===== src/rtl/adda_pkg.sv =====
// Shared definitions for the ADC/DAC data-path blocks: scheduler state encoding and idle DAC code.
package adda_pkg;

  typedef enum logic [1:0] {
    ST_IDLE     = 2'd0,
    ST_PRIME    = 2'd1,
    ST_STREAM   = 2'd2,
    ST_UNDERRUN = 2'd3
  } sched_state_t;

  localparam logic [13:0] DAC_MIDSCALE = 14'h2000;

endpackage


===== src/rtl/dac_fifo_sched_rate_tick_gen.sv =====
// Sample-rate divider: counts 0..RATE_DIV-1 and flags the last count as a tick.
module rate_tick_gen #(
  parameter int RATE_DIV = 4
) (
  input  logic clk,
  input  logic rst,
  input  logic clr,
  output logic tick
);

  localparam int CNT_W = (RATE_DIV > 1) ? $clog2(RATE_DIV) : 1;
  localparam logic [CNT_W-1:0] LAST = CNT_W'(RATE_DIV - 1);

  logic [CNT_W-1:0] cnt_q;
  logic [CNT_W-1:0] cnt_d;

  always_comb begin
    cnt_d = cnt_q + 1'b1;
    if (clr || (cnt_q == LAST)) begin
      cnt_d = '0;
    end
  end

  always_ff @(posedge clk) begin
    if (rst) begin
      cnt_q <= '0;
    end else begin
      cnt_q <= cnt_d;
    end
  end

  // Held at zero while cleared, so no tick can escape outside streaming.
  assign tick = (cnt_q == LAST);

endmodule


===== src/rtl/dac_fifo_sched.sv =====
// Paces FIFO reads to the DAC sample rate with prime/underrun recovery.
// Optional saturating underrun counter port enabled by DAC_SCHED_UNDERRUN_CNT_EN.
module dac_fifo_sched
  import adda_pkg::*;
#(
  parameter int FIFO_WIDTH = 14,
  parameter int FIFO_DEPTH = 64,
  parameter int RATE_DIV   = 4,
  parameter int PRIME_LVL  = 32,
  parameter logic [FIFO_WIDTH-1:0] MIDSCALE = DAC_MIDSCALE,
  localparam int CW = $clog2(FIFO_DEPTH)
) (
  input  logic                  clk,
  input  logic                  rst,
  input  logic                  enable,
  input  logic [CW-1:0]         fifo_count,
  input  logic                  fifo_empty,
  output logic                  fifo_rd_en,
  input  logic [FIFO_WIDTH-1:0] fifo_rd_data,
  output logic [FIFO_WIDTH-1:0] dac_data,
  output logic                  dac_valid,
  output logic                  underrun,
  output logic [1:0]            state
`ifdef DAC_SCHED_UNDERRUN_CNT_EN
  ,
  output logic [15:0]           underrun_cnt
`endif
);

  localparam logic [CW-1:0] PRIME_THR = CW'(PRIME_LVL);

  sched_state_t          state_q, state_d;
  logic                  rd_pend_q, rd_pend_d;
  logic                  dac_valid_q, dac_valid_d;
  logic [FIFO_WIDTH-1:0] dac_data_q, dac_data_d;
  logic                  rate_clr;
  logic                  tick;
  logic                  rd_en;
  logic                  urun;

  assign rate_clr = (state_q != ST_STREAM);

  rate_tick_gen #(
    .RATE_DIV(RATE_DIV)
  ) u_rate_tick_gen (
    .clk (clk),
    .rst (rst),
    .clr (rate_clr),
    .tick(tick)
  );

  always_comb begin
    state_d = state_q;
    rd_en   = 1'b0;
    urun    = 1'b0;

    // A dropping enable wins over a tick: no new read, no underrun report.
    if ((state_q == ST_STREAM) && enable && tick) begin
      if (fifo_empty) begin
        urun = 1'b1;
      end else begin
        rd_en = 1'b1;
      end
    end

    if (!enable) begin
      state_d = ST_IDLE;
    end else begin
      case (state_q)
        ST_IDLE:     state_d = ST_PRIME;
        ST_PRIME:    if (fifo_count >= PRIME_THR) state_d = ST_STREAM;
        ST_STREAM:   if (urun) state_d = ST_UNDERRUN;
        ST_UNDERRUN: state_d = ST_PRIME;
        default:     state_d = ST_IDLE;
      endcase
    end
  end

  always_comb begin
    rd_pend_d   = rd_en;
    dac_valid_d = rd_pend_q;
    dac_data_d  = dac_data_q;
    // An in-flight read is always captured first; midscale follows a cycle later.
    if (rd_pend_q) begin
      dac_data_d = fifo_rd_data;
    end else if (!enable || (state_q == ST_IDLE)) begin
      dac_data_d = MIDSCALE;
    end
  end

  always_ff @(posedge clk) begin
    if (rst) begin
      state_q     <= ST_IDLE;
      rd_pend_q   <= 1'b0;
      dac_valid_q <= 1'b0;
      dac_data_q  <= MIDSCALE;
    end else begin
      state_q     <= state_d;
      rd_pend_q   <= rd_pend_d;
      dac_valid_q <= dac_valid_d;
      dac_data_q  <= dac_data_d;
    end
  end

`ifdef DAC_SCHED_UNDERRUN_CNT_EN
  logic [15:0] urun_cnt_q, urun_cnt_d;

  always_comb begin
    urun_cnt_d = urun_cnt_q;
    if (urun && (urun_cnt_q != 16'hFFFF)) begin
      urun_cnt_d = urun_cnt_q + 16'd1;
    end
  end

  always_ff @(posedge clk) begin
    if (rst) begin
      urun_cnt_q <= '0;
    end else begin
      urun_cnt_q <= urun_cnt_d;
    end
  end

  assign underrun_cnt = urun_cnt_q;
`endif

  assign fifo_rd_en = rd_en;
  assign underrun   = urun;
  assign dac_data   = dac_data_q;
  assign dac_valid  = dac_valid_q;
  assign state      = state_q;

endmodule


===== config.mk =====
export PLATFORM = sky130hd
export DESIGN_NAME = dac_fifo_sched
export DESIGN_NICKNAME = d
export VERILOG_FILES = /design/src/rtl/adda_pkg.sv /design/src/rtl/dac_fifo_sched_rate_tick_gen.sv /design/src/rtl/dac_fifo_sched.sv
export SDC_FILE = /design/constraint.sdc
export NUM_CORES = 1
export LEC_CHECK = 0
export BUFFER_PORTS_ARGS = -buffer_cell sky130_fd_sc_hd__clkbuf_2
export CORE_UTILIZATION = 45
export CTS_CLUSTER_DIAMETER = 80
export CTS_CLUSTER_SIZE = 30
export DETAILED_ROUTE_END_ITERATION = 8
export GPL_TIMING_DRIVEN = 0
export PLACE_DENSITY = 0.82
export SKIP_LAST_GASP = 1
export SLEW_MARGIN = 10
export SYNTH_ARGS = -nofsm -noshare
export SYNTH_HDL_FRONTEND = slang
export SYNTH_SLANG_ARGS = --single-unit

===== constraint.sdc =====
create_clock -name clk -period 3.94 [get_ports clk]
set_clock_uncertainty 0.15 [all_clocks]
set_input_delay 0.591 -clock clk [delete_from_list [all_inputs] [get_ports clk]]
set_output_delay 0.591 -clock clk [all_outputs]
set_load 0.005 [all_outputs]

=== After elaboration in Yosys (flattened, before gate mapping) ===
Cells that the tools add are included.

* Bits in registers: 20
* Word-level logic and storage cells: 35
* Output and inout port bits: 19

* Bitwise gates (word level): 1
* $lt $le $gt $ge: 1
* Eq/ne operators: 7
* Add/subtract/negate cells: 1
* Reduce and logical (&&, ||, !) cells: 11
* Muxes and demuxes: 9

{| class="wikitable"
|+ Operators by type and width
! operator !! number
|-
| 14-bit two-way mux || 2
|-
| 2-bit equality test, second input constant || 3
|-
| 6-bit >= comparator, second input constant || 1
|-
| 2-bit != test, second input constant || 3
|-
| 2-bit case mux with 3 select lines || 1
|-
| 2-bit OR reduction || 3
|-
| 1-bit two-way mux || 4
|-
| 2-bit two-way mux || 2
|-
| 2-bit by 1-bit adder with 2-bit output, second input constant || 1
|-
| 2-bit by 1-bit equality test with 1-bit output, second input constant || 1
|-
| 1-bit logical AND || 2
|-
| 2-bit logical NOT || 1
|-
| 1-bit logical OR || 2
|-
| 2-bit AND reduction || 1
|-
| 2-bit nonzero test || 1
|-
| 1-bit logical NOT || 1
|-
| 1-bit NOT || 1
|}

=== Longest topological paths before layout ===
* Depth after elaboration: 6
* Gate-level depth with buffers: 5
* Mapped depth without buffers: 4

=== Hierarchy ===
From an unflattened synthesis, not the netlist that was laid out.

* Cells, all modules: 65
* Area total of the unflattened synthesis: 769.5 sq um

{| class="wikitable"
|+ Modules (own cells, without submodules)
! module !! cells each !! times used !! area each (sq um)
|-
| dac_fifo_sched || 60 || 1 || 689.4
|-
| rate_tick_gen || 5 || 1 || 80.1
|}

=== Worst setup path after synthesis ===
No wires, ideal clock.

* Kind: input port to output port
* From: input port fifo_empty
* To: output port underrun
* Data arrival time: 824 ps
* Slack: 2375 ps
* Buffers on the path: 0
* Cell stages on the path: 2
* Cell sequence: nand3_1 -> nor2_1

* Cells in the longest elaborated chain, start to end: 2

{| class="wikitable"
|+ RTL lines
! what !! RTL line !! source
|-
| start, declared || dac_fifo_sched.sv:17 || <nowiki>input logic fifo_empty,</nowiki>
|-
| 1-bit two-way mux || dac_fifo_sched.sv:59 || <nowiki>if (fifo_empty) begin</nowiki>
|-
| 1-bit two-way mux || dac_fifo_sched.sv:58 || <nowiki>if ((state_q == ST_STREAM) && enable && tick) begin</nowiki>
|-
| end, declared || dac_fifo_sched.sv:22 || <nowiki>output logic underrun,</nowiki>
|}

No other way between the ends.

=== Worst setup path in the final report ===
* From: register state_q[0], in the netlist state[0]
* To: output port fifo_rd_en

* Cells in the longest elaborated chain, start to end: 4

{| class="wikitable"
|+ RTL lines
! what !! RTL line !! source
|-
| start, declared || dac_fifo_sched.sv:32 || <nowiki>sched_state_t state_q, state_d;</nowiki>
|-
| start signal, assigned || dac_fifo_sched.sv:98 || <nowiki>state_q <= state_d;</nowiki>
|-
| 2-bit equality test || dac_fifo_sched.sv:58 ||
|-
| 1-bit logical AND (2 in series) || dac_fifo_sched.sv:58 ||
|-
| 1-bit two-way mux || dac_fifo_sched.sv:58 ||
|-
| end, declared || dac_fifo_sched.sv:18 || <nowiki>output logic fifo_rd_en,</nowiki>
|}

No other way between the ends.

==> impl_metrics.csv <==
group,metric,value,unit
global_route,first_global_vias,587,
timing,post-route-period-util,52.40,%
clock_network,postCtsSetupBuffers,0,
power,p_comb_share,7.8,%
timing,setup_viol,0,
global_route,antenna_found_initial,0,
power,clockPowerShare,33.0,%
detailed_routing,vias_per_cell,5.267,
logic_synthesis,synthFlopType,"dfxtp_1",
detailed_routing,post-route-drc-count,0,
critical_path,crit_type,"flip-flop to output port",
clock_network,cts_resized,0,
final_layout,final_util,64.61,%
clock_network,cts_tree,"yes",
clock_network,path_clk_slew,0.10,ns
power,total_power,345.8,uW
global_route,grtUsageTotal,17.65,%
critical_path,crit_fanout,5,
final_layout,fin_nets,133,
logic_synthesis,synth-seq-cells,20,
timing,relSlewSlack,83.71,%
clock_network,clkSinkCount,20,
power,p_leak,0.4912,nW
logic_synthesis,ys_seq_area_share,53.07,%
logic_synthesis,yosysWarnings,0,
detailed_routing,routed-via-count,632,
logic_synthesis,synthCells,63,
global_route,grt_max_degree,12,
placement,place_hpwl,1153,microns
die,rows,14,
critical_path,critPathLaunchType,"flip-flop",
clock_network,clk_latency,0.29,ns
power,swShare,20.76,%
logic_synthesis,synth_area,754.5,sq um
logic_synthesis,async_flop_share,0,%
power,cellPowerDensity,347.2,mW/mm^2
detailed_routing,drt_iter0_markers,8,
final_layout,areaGrowthSynthToFinish,32.01,%
logic_synthesis,synth.most_common_cell,"dfxtp_1",
logic_synthesis,synth_top_area_cell,"dfxtp_1",
critical_path,cp_data_arrival_time,1.32,ns
power,p_switching,71.80,uW
die,die_height,42.95,microns
final_layout,diodes,0,
die,core-area,0.001541,sq mm
detailed_routing,drtPass1Iterations,4,
logic_synthesis,synth_nets,91,
die,die_w,42.95,microns
die,initial_core_util,48.94,%
die,dieArea,0.001844,sq mm
worst_hold_path,hold_path_class,"flip-flop to flip-flop",
power,irDropWorstVdd,0.0002383,V
logic_synthesis,netlist-cell-type-count,23,
global_route,grt_pass1_wl,2394,microns
detailed_routing,ant_nets,0,
clock_network,root_buffer,"clkbuf_4",
timing,hold_viol,0,
clock_network,htree_num_levels,1,
critical_path,critPathCaptureType,"output port",
power,seqPwrFrac,59.2,%
clock_network,cts-buffers-inserted,3,
placement,port_buffers,37,
critical_path,worstPathRequired,3.20,ns
clock_network,ctsHoldBuffers,0,
detailed_routing,drt-total-wl,1476,microns
power,intPower,274.0,uW
global_route,grt_overflow,0,
die,ios,43,
clock_network,cts_max_path_buffers,2,
logic_synthesis,yosysTopAreaCellShare,53.07,%
logic_synthesis,syn_area_per_cell,11.98,sq um
timing,fmax,0.4844,GHz
run,maxCapViolCount,0,
timing,rsz0062_at_grt,"no",
timing,tns,0,ns
placement,finalWeightedCongestion,0.7452,
logic_synthesis,synth_area_leaders,"dfxtp_1 (53%), a22o_2 (12%), ha_1 (6.6%), a22o_1 (4.6%), inv_1 (2.5%)",
run_status,outcome,"finished, final reports clean",
timing,whs,0.2945,ns
final_layout,nFillCells,129,
timing,worst_pin_slew,0.2435,ns
timing,slew_violations,0,
logic_synthesis,synthTopCellsByCount,"dfxtp_1 (20), a22o_2 (9), inv_1 (5), a22o_1 (4), ha_1 (4)",
final_layout,drive_above_1_share,54.81,%
detailed_routing,wl_per_cell,12.30,microns
logic_synthesis,synth_edf_count,0,
timing,fin_crit,2.065,ns
-- power groups by stage --
| stage | logic, mW | clock network, mW | registers [mW] |
|---|---|---|---|
| after global routing | 0.0302 | 0.125 | 0.205 |
| after floorplan | 0.0130 | 0 | 0.210 |
| final | 0.0268 | 0.114 | 0.205 |
| after CTS | 0.0272 | 0.118 | 0.205 |
| after detailed placement | 0.0270 | 0 | 0.209 |
| after global placement | 0.0261 | 0 | 0.209 |
-- critical path, stage by stage, from the launching register on --
cell and delay, ns:
dfxtp_1 0.34, inv_1 0.11, ha_1 0.25, nand3_1 0.11, nor2_1 0.10, clkbuf_2 0.11
-- sequential cells by signal, indices dropped and copies added, names as in the netlist --
name	flops
dac_data	14
u_rate_tick_gen.cnt_q	2
dac_valid	1
state	2
dac_valid_d	1
-- kinds of logic (layout without fill, tap and decap cells) --
| family | Yosys count | count (layout) | share of synthesized area [%] |
|---|---|---|---|
| flops | 20 | 20 | 53.07 |
| fa+ha+maj | 4 | 4 | 6.634 |
| compound gates | 18 | 18 | 21.23 |
| mux | 1 | 1 | 1.327 |
| simple gates | 13 | 13 | 12.77 |
| buf+inv | 7 | 48 | 4.976 |
-- layout make-up --
class / instances / area [sq um] / area share, %
plain buffers: 2 / 18.77 / 1.884
clock buffers: 4 / 36.28 / 3.643
inverters: 5 / 18.77 / 1.884
multi-input cells: 36 / 316.6 / 31.78
flip-flops and latches: 20 / 400.4 / 40.20
well taps: 16 / 20.02 / 2.010
repair buffers: 37 / 185.2 / 18.59
-- routing by layer --
metal,global-route usage [%],vias to the layer above,routed length [microns]
li1,-,315,-
met1,20.05,289,610
met2,29.09,26,740
met3,4.681,2,106
met4,10.91,0,18
met5,0,-,0
-- placed cells by master (no fill, tap or decap), drive strengths merged, types with 2 or more instances in the layout --
cell and instances:
nand3 2, clkbuf 41, nor2b 2, dfxtp 20, a22o 13, ha 4, a21oi 2, nor3 2
buf 2, nor2 2, inv 5
-- metrics by stage --
step,area (sq um),instances,setup WS [ns]
2_1_floorplan,754.5,63,2.375
3_3_place_gp,959.7,116,2.102
3_5_place_dp,959.7,116,2.077
4_1_cts,996.0,120,1.871
5_1_grt,996.0,120,1.746
6_report,996.0,120,1.875
-- worst paths after layout --
kind | start | to | slack (ns) | cells after the start
max reg2reg | state[0] | dac_data[8] | 2.46 | 5
min reg2reg | u_rate_tick_gen.cnt_q[0] | u_rate_tick_gen.cnt_q[0] | 0.29 | 1
max | state[0] | fifo_rd_en | 1.88 | 5
min | u_rate_tick_gen.cnt_q[0] | u_rate_tick_gen.cnt_q[0] | 0.29 | 1
Power figures use the tool's default switching activity.
